**src/rtl/calcul_tile_sched.sv**
```systemverilog
// Tiled matmul sequencer: walks m/n/k tiles and issues opcodes to calcul via start/done.
// Latency: start one cycle after accept; next start or job_done one cycle after done.
// Backpressure: cmd_ready low while a job runs; each op waits on calc_done with a watchdog.
module calcul_tile_sched #(
    parameter int WIDTH_HEIGHT   = 16,
    parameter int MAX_MAT_WH     = 128,
    parameter int TIMEOUT_CYCLES = 4096,
    localparam int T             = MAX_MAT_WH / WIDTH_HEIGHT,
    localparam int TB            = (T > 1) ? $clog2(T) : 1
) (
    input  logic          clk,
    input  logic          reset,
    input  logic          cmd_valid,
    output logic          cmd_ready,
    input  logic [TB-1:0] cmd_tiles_m,
    input  logic [TB-1:0] cmd_tiles_k,
    input  logic [TB-1:0] cmd_tiles_n,
    input  logic          cmd_relu,
    output logic          calc_start,
    output logic [2:0]    calc_opcode,
    output logic [7:0]    calc_addr_1,
    output logic [TB-1:0] calc_submat_row,
    output logic [TB-1:0] calc_submat_col,
    input  logic          calc_done,
    output logic          busy,
    output logic          job_done,
    output logic          error
);

    localparam logic [2:0] OP_LOAD_W     = 3'd1;
    localparam logic [2:0] OP_LOAD_IN    = 3'd2;
    localparam logic [2:0] OP_MM_CLR     = 3'd3;
    localparam logic [2:0] OP_MM_ACC     = 3'd4;
    localparam logic [2:0] OP_DRAIN      = 3'd5;
    localparam logic [2:0] OP_DRAIN_RELU = 3'd6;

    localparam logic [1:0] S_IDLE  = 2'd0;
    localparam logic [1:0] S_ISSUE = 2'd1;
    localparam logic [1:0] S_WAIT  = 2'd2;
    localparam logic [1:0] S_ERROR = 2'd3;

    localparam int WDW = $clog2(TIMEOUT_CYCLES + 1);

    logic [1:0]    state;
    logic [TB-1:0] mt_q, kt_q, nt_q;
    logic          relu_q;
    logic [TB-1:0] m, n, k;
    logic [1:0]    s;
    logic [WDW-1:0] wd;

    logic [TB-1:0] adv_m, adv_n, adv_k;
    logic [1:0]    adv_s;
    logic          last_op;
    logic [2:0]    nxt_op;
    logic [7:0]    nxt_addr;

    assign cmd_ready = (state == S_IDLE) || (state == S_ERROR);
    assign busy      = (state == S_ISSUE) || (state == S_WAIT);

    // Next position in the m/n/k/step walk after the current op completes
    always_comb begin
        adv_m = m;
        adv_n = n;
        adv_k = k;
        adv_s = s;
        case (s)
            2'd0: adv_s = 2'd1;
            2'd1: adv_s = 2'd2;
            2'd2: begin
                if (k != kt_q) begin
                    adv_k = k + TB'(1);
                    adv_s = 2'd0;
                end else begin
                    adv_s = 2'd3;
                end
            end
            default: begin
                adv_s = 2'd0;
                adv_k = '0;
                if (n == nt_q) begin
                    adv_n = '0;
                    adv_m = m + TB'(1);
                end else begin
                    adv_n = n + TB'(1);
                end
            end
        endcase
    end

    assign last_op = (s == 2'd3) && (m == mt_q) && (n == nt_q);

    // Opcode and buffer address of the op at the advanced position
    always_comb begin
        nxt_op   = OP_LOAD_W;
        nxt_addr = 8'd0;
        case (adv_s)
            2'd0: nxt_addr = 8'(adv_k) * 8'(T) + 8'(adv_n);
            2'd1: begin
                nxt_op   = OP_LOAD_IN;
                nxt_addr = 8'(T * T) + 8'(adv_m) * 8'(T) + 8'(adv_k);
            end
            2'd2: nxt_op = (adv_k == '0) ? OP_MM_CLR : OP_MM_ACC;
            default: nxt_op = relu_q ? OP_DRAIN_RELU : OP_DRAIN;
        endcase
    end

    // Control FSM, loop counters, watchdog and registered calcul command
    always_ff @(posedge clk) begin
        if (!reset) begin
            state           <= S_IDLE;
            mt_q            <= '0;
            kt_q            <= '0;
            nt_q            <= '0;
            relu_q          <= 1'b0;
            m               <= '0;
            n               <= '0;
            k               <= '0;
            s               <= 2'd0;
            wd              <= '0;
            calc_start      <= 1'b0;
            calc_opcode     <= 3'd0;
            calc_addr_1     <= 8'd0;
            calc_submat_row <= '0;
            calc_submat_col <= '0;
            job_done        <= 1'b0;
            error           <= 1'b0;
        end else begin
            calc_start <= 1'b0;
            job_done   <= 1'b0;
            case (state)
                S_IDLE, S_ERROR: begin
                    if (cmd_valid) begin
                        mt_q            <= cmd_tiles_m;
                        kt_q            <= cmd_tiles_k;
                        nt_q            <= cmd_tiles_n;
                        relu_q          <= cmd_relu;
                        m               <= '0;
                        n               <= '0;
                        k               <= '0;
                        s               <= 2'd0;
                        error           <= 1'b0;
                        // first op of every job is the weight load of tile (0,0), k=0
                        calc_opcode     <= OP_LOAD_W;
                        calc_addr_1     <= 8'd0;
                        calc_submat_row <= '0;
                        calc_submat_col <= '0;
                        calc_start      <= 1'b1;
                        state           <= S_ISSUE;
                    end
                end
                S_ISSUE: begin
                    // done seen here belongs to the previous op (level done), so it is ignored
                    wd    <= '0;
                    state <= S_WAIT;
                end
                S_WAIT: begin
                    if (calc_done) begin
                        if (last_op) begin
                            job_done <= 1'b1;
                            state    <= S_IDLE;
                        end else begin
                            m               <= adv_m;
                            n               <= adv_n;
                            k               <= adv_k;
                            s               <= adv_s;
                            calc_opcode     <= nxt_op;
                            calc_addr_1     <= nxt_addr;
                            calc_submat_row <= adv_m;
                            calc_submat_col <= adv_n;
                            calc_start      <= 1'b1;
                            state           <= S_ISSUE;
                        end
                    end else if (wd == WDW'(TIMEOUT_CYCLES - 1)) begin
                        error <= 1'b1;
                        state <= S_ERROR;
                    end else begin
                        wd <= wd + WDW'(1);
                    end
                end
                default: state <= S_IDLE;
            endcase
        end
    end

endmodule

```
**config.mk**
```make
export PLATFORM = sky130hd
export DESIGN_NAME = calcul_tile_sched
export DESIGN_NICKNAME = d
export VERILOG_FILES = /design/src/rtl/calcul_tile_sched.sv
export SDC_FILE = /design/constraint.sdc
export NUM_CORES = 1
export LEC_CHECK = 0
export ABC_AREA = 1
export BUFFER_PORTS_ARGS = -buffer_cell sky130_fd_sc_hd__buf_2
export CORE_MARGIN = 2
export CORE_UTILIZATION = 51
export CTS_CLUSTER_SIZE = 25
export DETAILED_ROUTE_END_ITERATION = 8
export HOLD_SLACK_MARGIN = 0.03
export PLACE_DENSITY = 0.75
export SETUP_SLACK_MARGIN = 0.3
export SLEW_MARGIN = 20
export SYNTH_ARGS = -nofsm -noshare
export SYNTH_HDL_FRONTEND = slang
export SYNTH_SLANG_ARGS = --single-unit
```
**constraint.sdc**
```tcl
create_clock -name clk -period 1.8 [get_ports clk]
set_clock_uncertainty 0.15 [all_clocks]
set_input_delay 0.36 -clock clk [delete_from_list [all_inputs] [get_ports clk]]
set_output_delay 0.36 -clock clk [all_outputs]
set_load 0.02 [all_outputs]
```
# Yosys cells after proc, flatten, opt, wreduce, memory -nomap -nowiden
# Index checks and enable logic that the tools add are counted.
[totals] in_bits=14 out_inout_bits=22 register_bits=50
[classes] eq_ne=19 n_reduce_logical=19 n_addsub=7 muxes=51
[ops] cell="$mux 3" count=16
[ops] cell="$pmux 8 s2" count=2
[ops] cell="$pmux 3 s2" count=5
[ops] cell="$mux 13" count=2
[ops] cell="$pmux 13 s2" count=1
[ops] cell="$mux 8" count=3
[ops] cell="$mux 2" count=8
[ops] cell="$add 13x1->13 const B" count=1
[ops] cell="$eq 13x12->1 const B" count=1
[ops] cell="$pmux 2 s3" count=2
[ops] cell="$eq 2x2->1 const B" count=5
[ops] cell="$ne 2x2->1 const B" count=5
[ops] cell="$add 3x1->3 const B" count=3
[ops] cell="$pmux 3 s3" count=1
[ops] cell="$add 7x6->8 const A" count=1
[ops] cell="$add 8x3->8" count=1
[ops] cell="$mux 1" count=8
[ops] cell="$reduce_and 4->1" count=2
[ops] cell="$add 6x3->7" count=1
[ops] cell="$eq 2x1->1 const B" count=3
[ops] cell="$eq 3x3->1" count=2
[ops] cell="$logic_not 2->1" count=3
[ops] cell="$reduce_and 3->1" count=2
[ops] cell="$pmux 1 s2" count=2
[ops] cell="other kinds (11)" count=16

# Longest topological paths before layout
# Gate-level depths: netlist of the first run.
[depth] depth_word=9 depth_mapped=13

# Worst setup path before layout of the first run
# No wires, ideal clock.
[synth_timing] path_kind="register to register" startpoint="register state[0]" endpoint="register calc_addr_1[2]" setup_slack_ns=-0.305 stages_incl_launch_ff=10 arrival_ns=1.884 period_less_slack_ns=2.105 required_time_ns=1.580 setup_time_ns=0.070 path_cell_list="dfxtp_1 -> inv_1 -> ha_1 -> inv_1 -> a21oi_1 -> nor2_1 -> nand3_4 -> nor2_2 -> nand2_1 -> a21oi_1"
[synth_via] elab_chain_len=4 word_cells_on_any_way=10 classes_between="5 x eq/ne; 1 x mux; 4 x reduce/logical"
[synth_rtl] item="start, declared" line="44" source="logic [1:0] state;"
[synth_rtl] item="start signal, assigned" line="110" source="state <= S_IDLE;"
[synth_rtl] item="start signal, assigned" line="148" source="state <= S_ISSUE;"
[synth_rtl] item="start signal, assigned" line="154" source="state <= S_WAIT;"
[synth_rtl] item="$eq 2x2->1 / $logic_not 2->1 (equally long branches)" line="130" source="case (state)"
[synth_rtl] item="$reduce_or 2->1" line="130"
[synth_rtl] item="$ne 2x2->1 (no source line) / $reduce_bool 2->1 (equally long branches)"
[synth_rtl] item="$reduce_and 4->1 (no source line)"
[synth_rtl] item="end signal, assigned" line="167" source="calc_addr_1 <= nxt_addr;"
[synth_rtl] item="end, declared" line="21" source="output logic [7:0] calc_addr_1,"
# Several ways; a longest one is shown, not always the timed one.
# A chain may end at the register's enable or synchronous reset.

# Worst setup path after layout of the first run
[layout_timing] startpoint="register state[0]" endpoint="register calc_addr_1[0]"
# The elaborated chain is that of the path after synthesis.

==> impl_metrics.tcl, run 1 <==
set metrics [dict create \
    fin_area_mm2 0.00383 \
    cp-startpoint "state[0]" \
    p_per_area_mw_per_mm2 691 \
    violations "negative setup slack" \
    async_flop_share_pct 0 \
    switching_share_pct 32.1 \
    grt_max_degree 30 \
    worstSkewPairLatency_ns 0.31 \
    syn-num-nets 389 \
    end_kind "flop" \
    cts-root-buf "clkbuf_8" \
    dp_hpwl_um 4440 \
    r2r_cells 10 \
    grt_pass1_vias 2437 \
    min_from "cmd_tiles_n[2]" \
    switchingPower_mw 0.851 \
    syn-instance-count 368 \
    p_comb_share_pct 30.3 \
    io_buffers 34 \
    whs_path_depth 3 \
    num_vias 2961 \
    fp.coreArea_mm2 0.00482 \
    rsz0062_at_grt "true" \
    cts-buffers-inserted 5 \
    num-fill-cells 311 \
    cts_tree "built" \
    die_w_um 75.3 \
    place_ws_ns -0.0108 \
    outcome "complete, but fails checks" \
    setup_viol 7 \
    syn2layout_area_growth_pct 48.0 \
    share_clk_of_total_power_pct 25.6 \
    syn_area_mm2 0.00259 \
    num_antenna_cells 0 \
    dr.first_iter.drc_count 259 \
    crit_chain "inv_2, ha_4, nand2_4, inv_4, a21oi_2, nor2_4, nand3_4, nor2_4, nand2_1, a21oi_1" \
    routed_via_density 5.62 \
    grt_usage_pct 25.0 \
    finalWirelength_um 8450 \
    worstSetupStartpointType "flop" \
    clk_pin_slew_ns 0.09 \
    die_y_um 75.3 \
    wl_per_cell_um 16.0 \
    slowest_stage "dfxtp_2" \
    finalHoldViolations 0 \
    placed_area_mm2 0.00304 \
    grt_pass1_wl_um 11000 \
    start_util_pct 53.8 \
    fin_nets 481 \
    ys_seq_area_share_pct 37.9 \
    seq_power_share_pct 44.2 \
    post-route-min-period_ns 1.85 \
    cts_num_sinks 49 \
    internal_power_mw 1.80 \
    ys_types 35 \
    fin_worst_hold_slack_ns 0.138 \
    ant_nets 0 \
    crit_type "flop to flop" \
    drive_above_1_share_pct 46.1 \
    yosys_warnings 0 \
    hold_buffers 0 \
    cp_max_fo 8 \
    cts_max_level 2 \
    path_common_cell "nor2_4" \
    finalCritPeriodShare_pct 103 \
    syn_avg_cell_area_um2 7.04 \
    die_area_mm2 0.00567 \
    drtPass1Iterations 5 \
    cts_max_path_buffers 2 \
    timing.rr.start "state[0]" \
    hp-class "input pin to flop" \
    io_pins 36 \
    row_count 25 \
    fin_ws_ns -0.0464 \
    synthFlopType "dfxtp_1" \
    fmax_mhz 542 \
    antenna_found_initial 0 \
    gp_congestion 0.881 \
    ir_drop_mv 0.550 \
    postLayoutCoreUtil_pct 79.6 \
    max_stage_delay_ns 0.34 \
    synth_seq_cells 49 \
    crit_required_ns 1.88 \
    gr-total-overflow 0 \
    route.detailed.drc 0 \
    arrival_ns 1.93 \
    slew_viol_final 0 \
    synth_edf_count 0 \
    power_leakage_nw 1.62 \
    maxCapViolCount 0 \
]
stage by stage:
stage	cells	power (mW)	setup TNS (ns)
2_1_floorplan	368	1.55	0
3_3_place_gp	482	1.67	0
3_5_place_dp	482	1.68	-0.0108
4_1_cts	509	2.42	0
5_1_grt	527	2.75	-2.13
6_report	527	2.65	-0.243
final timing paths:
check	endpoint	slack, ns
hold reg to reg	calc_opcode[1]	0.32
setup / recovery	calc_addr_1[0]	-0.05
setup reg to reg	calc_addr_1[0]	-0.05
hold / removal	nt_q[2]	0.14
layout make-up:
cell class                      instances  area [µm²]  area share [%]
Multi-Input combinational cell        274        1770            46.2
Sequential cell                        49        1010            26.5
Timing Repair Buffer                   93         721            18.8
Inverter                               37         159            4.14
Clock buffer                            7        86.3            2.25
Tap cell                               67        83.8            2.19
layout by cell type (no fill, tap or decap), drive strengths merged, types with 2 or more instances in the layout:
master,n
buf,93
inv,36
a21oi,36
nand4,7
nor2,61
o22ai,2
nand3,23
xnor2,7
nor3,2
clkbuf,7
ha,7
dfxtp,49
a31oi,2
nand2,93
o21ai,21
xor2,6
nor4,2
Yosys cell counts (all sizes together), types with 2 or more instances:
master  number  area, µm²
ha           7       87.6
nor3         2       10.0
o22ai        2       12.5
nand2       93        379
inv         36        138
a31oi        2       12.5
buf          3       30.0
xor2         6       52.6
nand3       23        143
nor4         2       12.5
nand4        7       43.8
xnor2        7       68.8
a21oi       36        184
o21ai       21        105
clkbuf       5       18.8
dfxtp       49        981
nor2        61        272
flip-flops by register name, summed over array words and instances (netlist names), 2 cells and up:
| register | count |
|---|---|
| state | 2 |
| wd | 13 |
| k | 3 |
| kt_q | 3 |
| m | 3 |
| s | 2 |
| n | 3 |
| nt_q | 3 |
| mt_q | 3 |
| calc_opcode | 3 |
| calc_addr_1 | 7 |
timing repair:
item,4_1_cts,5_1_grt
gates cloned,0,2
pin swaps,9,34
setup endpoints to repair,40,53
setup buffers,20,16
hold endpoints to repair,0,0
resized for setup,45,85
critical path, delay by kind of cell (launching register included):
kind / cells / cell delay (ns)
AND/OR/NAND/NOR: 5 / 0.70
flip-flops: 1 / 0.34
adder cells (fa/ha/maj): 1 / 0.29
AO/OA/AOI/OAI: 2 / 0.19
buffers and inverters: 2 / 0.10
power by group through the flow:
| stage | clock network (mW) | logic [mW] | registers (mW) |
|---|---|---|---|
| after detailed placement | 0 | 0.488 | 1.19 |
| after CTS | 0.671 | 0.579 | 1.17 |
| final | 0.678 | 0.801 | 1.17 |
| after global routing | 0.718 | 0.858 | 1.18 |
| after global placement | 0 | 0.481 | 1.19 |
| after floorplan | 0 | 0.353 | 1.20 |
routing by layer:
layer | vias to the layer above | wire length (µm) | global-route usage, %
met5 | - | 0 | 0
met3 | 42 | 611 | 4.82
met4 | 0 | 366 | 6.63
li1 | 1378 | - | -
met1 | 1376 | 3460 | 34.2
met2 | 165 | 4010 | 40.7
cells by family after synthesis:
logic type      Yosys count  share of synthesized area [%]
xor+xnor                 13                           4.68
compound gates           64                           13.0
simple gates            189                           33.4
other cells               1                          0.145
fa+ha+maj                 7                           3.38
buf+inv                  45                           7.53
flops                    49                           37.9
Note: power is estimated with default switching activity, not from simulation.
==> run 2: changes to the inputs <==
- CORE_UTILIZATION: 51 -> 45
- PLACE_DENSITY: 0.75 -> 0.68
==> run 2 against run 1 <==
  * Clock power is 24% higher
  * Non-clock buffer count is 8 higher
  * Flip-flop and latch count stayed put
  * Fmax is 4.2% higher
  * Critical path type is now flop to primary output
  * Routed wire length is 9.8% lower
  * Design area is 4.8% higher
  * The run now ends clean
==> impl_metrics.tcl, run 2 (synthesis gave the netlist of run 1 again) <==
set metrics [dict create \
    outcome "complete, no violations" \
    row_count 27 \
    gp_congestion 0.901 \
    cp-startpoint "state[0]" \
    cp_max_fo 3 \
    io_buffers 34 \
    ant_nets 0 \
    regMostFlops "wd" \
    fin_worst_hold_slack_ns 0.142 \
    drtPass1Iterations 5 \
    worst-path-buf-inv 4 \
    fmax_mhz 564 \
    fp.coreArea_mm2 0.00554 \
    start_util_pct 46.8 \
    grt_usage_pct 22.7 \
    critical_path.top_delay_family "flip-flops" \
    min_from "cmd_tiles_n[0]" \
    path_common_cell "buf_6" \
    syn2layout_area_growth_pct 55.1 \
    crit_required_ns 1.29 \
    postLayoutCoreUtil_pct 72.6 \
    finalWirelength_um 7620 \
    route.detailed.drc 0 \
    io_pins 36 \
    grt_max_degree 16 \
    grt_pass1_vias 2571 \
    die_area_mm2 0.00638 \
    slew_viol_final 0 \
    largest_register_ffs 13 \
    final_common_cell "nand2_1" \
    end_kind "primary output" \
    antenna_found_initial 0 \
    cts_max_level 2 \
    hp-class "input pin to flop" \
    cts-buffers-inserted 5 \
    cts_tree "built" \
    rsz0062_at_grt "true" \
    post-route-min-period_ns 1.77 \
    crit_type "flop to primary output" \
    placed_area_mm2 0.00306 \
    die_w_um 79.9 \
    p_per_area_mw_per_mm2 723 \
    routed_via_density 5.30 \
    worstSkewPairLatency_ns 0.31 \
    cts_num_sinks 49 \
    fin_area_mm2 0.00402 \
    worstSetupStartpointType "flop" \
    setup_viol 0 \
    max_stage_delay_ns 0.34 \
    slowest_stage "dfxtp_2" \
    num_vias 2869 \
    dp_hpwl_um 4550 \
    power_leakage_nw 1.66 \
    arrival_ns 1.26 \
    dr.first_iter.drc_count 240 \
    num_antenna_cells 0 \
    final_cell_mix "65 x nand2_1, 52 x buf_4, 32 x nor2_1" \
    grt_pass1_wl_um 11500 \
    top_regs "wd x13, calc_addr_1 x7" \
    gr-total-overflow 0 \
    timing.rr.start "state[0]" \
    drive_above_1_share_pct 51.8 \
    ir_drop_mv 0.557 \
    cts-root-buf "clkbuf_8" \
    finalHoldViolations 0 \
    place_ws_ns -0.0102 \
    fin_nets 489 \
    crit_chain "inv_2, ha_4, inv_4, buf_6, buf_6" \
    clk_pin_slew_ns 0.10 \
    maxCapViolCount 0 \
    die_y_um 79.9 \
    finalCritPeriodShare_pct 98.5 \
    fin_ws_ns 0.0274 \
    cts_max_path_buffers 2 \
    wl_per_cell_um 14.1 \
]
run 2: changes by cell type in the layout (fill, tap and decap cells not counted), moves of 4 or more:
cell     previous run  this run
nor2_1             42        32
nand2_2            14        21
nand3_2             2         6
nand3_1            17        12
nor2_4             14        21
buf_6              20        16
o21ai_0             5        12
nand2_1            72        65
o21ai_2             9         4
buf_4              40        52
run 2: report_power, final:
part / switching (mW) / internal [mW] / leakage [nW]
Sequential: 0.0523 / 1.13 / 0.409
Combinational: 0.469 / 0.410 / 1.20
Clock: 0.392 / 0.452 / 0.0574
run 2: layout make-up:
cell class	count	area [µm²]
Clock buffer	6	82.6
Clock inverter	2	37.5
Fill cell	409	1520
Inverter	37	159
Multi-Input combinational cell	274	1860
Sequential cell	49	1020
Tap cell	72	90.1
Timing Repair Buffer	101	776
run 2: worst min-delay path: cells and delay by family:
family	cells	cell delay, ns
buffers and inverters	1	0.07
AOI/OAI and AO/OA	1	0.07
and+or+nand+nor	1	0.07
run 2: timing repair:
action,CTS,global route
endpoints found under the setup margin,41,45
hold buffers,0,0
resized for setup,75,76
setup buffers,31,9
gates cloned,2,1
pin swaps,32,37
run 2: through the flow:
| step | total power, mW | TNS (ns) | std cells |
|---|---|---|---|
| global placement | 1.69 | 0 | 490 |
| detailed placement | 1.69 | -0.0102 | 490 |
| global route | 3.02 | -0.460 | 541 |
| CTS | 2.72 | 0 | 531 |
| finish | 2.91 | 0 | 541 |
| floorplan | 1.55 | 0 | 368 |
run 2: final timing paths:
kind / slack [ns] / depth (start not counted) / endpoint
min reg2reg: 0.31 / 2 / calc_addr_1[4]
min: 0.14 / 3 / nt_q[0]
max reg2reg: 0.04 / 10 / calc_addr_1[4]
max: 0.03 / 5 / busy
run 2: per-layer routing:
metal	up-vias	share of wire [%]	global-route usage, %
met5	-	0	0
li1	1392	-	-
met1	1328	44	30.6
met2	133	48	35.8
met4	0	2.0	8.47
met3	16	6.0	4.30
==> run 3: changes to the inputs <==
- CORE_ASPECT_RATIO: not set -> 0.5
- PLACE_DENSITY: 0.68 -> 0.65
- clock period: 1.8 -> 2.3 ns (I/O delays scaled with it)
==> run 3 against run 2 <==
  * Worst setup slack improved by 0.41 ns
  * Cell count decreased by 11%
  * Clock power fell by 16%
  * Critical endpoint is now calc_addr_1[1]
  * Count of clock-buffer cells in the layout rose by 2
  * Flip-flop and latch count stayed put
  * Critical path depth is 5 higher
  * Non-clock buffer count decreased by 62
  * Total power down 32%
  * Via count down 17%
  * Combinational power shrank 59%
  * Largest power group unchanged
  * Global-route usage is 4.1 points lower
==> impl_metrics.tcl, run 3 (synthesis gave the netlist of run 1 again) <==
set metrics [dict create \
    finalHoldViolations 0 \
    io_pins 36 \
    num-fill-cells 524 \
    fin_setup_tns_ns 0 \
    worstSkewPairLatency_ns 0.29 \
    cts-root-buf "clkbuf_16" \
    ir_drop_mv 0.320 \
    drtPass1Iterations 4 \
    cts_max_path_buffers 2 \
    num_antenna_cells 0 \
    wl_per_cell_um 11.7 \
    fmax_mhz 535 \
    routed_via_density 4.96 \
    drive_above_1_share_pct 21.1 \
    worstSetupStartpointType "flop" \
    setup_viol 0 \
    post-route-min-period_ns 1.87 \
    fp.coreArea_mm2 0.00552 \
    grt_max_degree 22 \
    max_stage_delay_ns 0.36 \
    crit_chain "inv_1, ha_4, nand2_1, inv_4, a21oi_1, nor2_2, nand3_4, nor2_4, nand2_1, a21oi_1" \
    critical_path.top_delay_family "simple AND/OR/NAND/NOR gates" \
    power_leakage_nw 1.25 \
    slew_viol_final 0 \
    hold_buffers 0 \
    final_cell_mix "86 x nand2_1, 50 x nor2_1, 44 x dfxtp_1" \
    worst-path-buf-inv 2 \
    p_per_area_mw_per_mm2 652 \
    crit_required_ns 2.37 \
    end_kind "flop" \
    maxCapViolCount 0 \
    cts_num_sinks 49 \
    finalCritPeriodShare_pct 81.2 \
    ant_nets 0 \
    clk_pin_slew_ns 0.06 \
    largest_register_ffs 13 \
    gp_congestion 0.841 \
    cts_max_level 2 \
    place_inst 469 \
    hp-class "input pin to flop" \
    syn2layout_area_growth_pct 17.5 \
    dp_hpwl_um 4230 \
    die_w_um 111 \
    num_vias 2381 \
    rsz0062_at_grt "false" \
    row_count 19 \
    crit_type "flop to flop" \
    die_y_um 57.7 \
    stdcell_count 480 \
    grt_pass1_vias 2123 \
    gr-total-overflow 0 \
    finalWirelength_um 5610 \
    outcome "complete, no violations" \
    cp_max_fo 8 \
    cts-buffers-inserted 5 \
    final_common_cell "nand2_1" \
    dr.first_iter.drc_count 98 \
    grt_pass1_wl_um 9500 \
    top_regs "wd x13, calc_addr_1 x7" \
    fin_nets 427 \
    slowest_stage "dfxtp_2" \
    antenna_found_initial 0 \
    arrival_ns 1.93 \
    cts_tree "built" \
    grt_usage_pct 18.5 \
    io_buffers 34 \
    die_area_mm2 0.00642 \
    route.detailed.drc 0 \
    start_util_pct 47.0 \
    regMostFlops "wd" \
]
==> run 3: cell count changes in the layout (fill, tap and decap cells not counted), sizes merged <==
cell and delta:
buf -61, bufinv -1, clkbuf +1, clkinvlp -1
==> run 3: report_power, final <==
part | switching, mW | internal, mW
Sequential | 0.0289 | 0.887
Clock | 0.300 | 0.405
Combinational | 0.234 | 0.129
Total | 0.563 | 1.42
==> run 3: final timing paths <==
check / start / endpoint / slack [ns] / depth (start not counted)
max: state[0] / calc_addr_1[1] / 0.43 / 10
min: cmd_tiles_n[0] / nt_q[0] / 0.27 / 3
max reg2reg: state[0] / calc_addr_1[1] / 0.43 / 10
min reg2reg: calc_addr_1[0] / calc_addr_1[0] / 0.31 / 2
==> run 3: cell type report <==
type / instances / area [µm²] / area share, %
timing repair buffer: 39 / 208 / 6.82
tap: 73 / 91.3 / 3.00
inverter: 37 / 149 / 4.89
clock buffer: 8 / 136 / 4.48
sequential: 49 / 987 / 32.4
multi-input combinational: 274 / 1470 / 48.4
==> run 3: tightest hold or removal path, stage by stage <==
cell and delay [ns]:
buf_2 0.07, o21ai_0 0.07, nor2_1 0.07
==> run 3: layer usage <==
metal  up-vias  share of wire [%]  track usage [%]
met3         8                3.5             4.71
met2        31                 46             30.6
met4         0                1.2             5.82
li1       1267                  -                -
met5         -                  0                0
met1      1075                 49             24.5
==> run 3: per-stage QoR <==
stage	area, µm²	setup slack [ns]	hold WS, ns	total power [mW]	util [%]
detailed placement	2820	0.187	0.309	1.26	51.2
floorplan	2600	0.334	0.297	1.19	-
global route	3040	0.287	0.272	2.10	55.2
finish	3040	0.433	0.268	1.98	55.2
global placement	2820	0.263	0.301	1.25	51.2
CTS	2990	0.330	0.270	1.99	54.2
==> run 3: timing repair <==
action	4_1_cts	5_1_grt
endpoints found under the setup margin	21	25
setup buffers	1	2
gates resized for setup	5	10
pin swaps	1	4
gates cloned	0	0
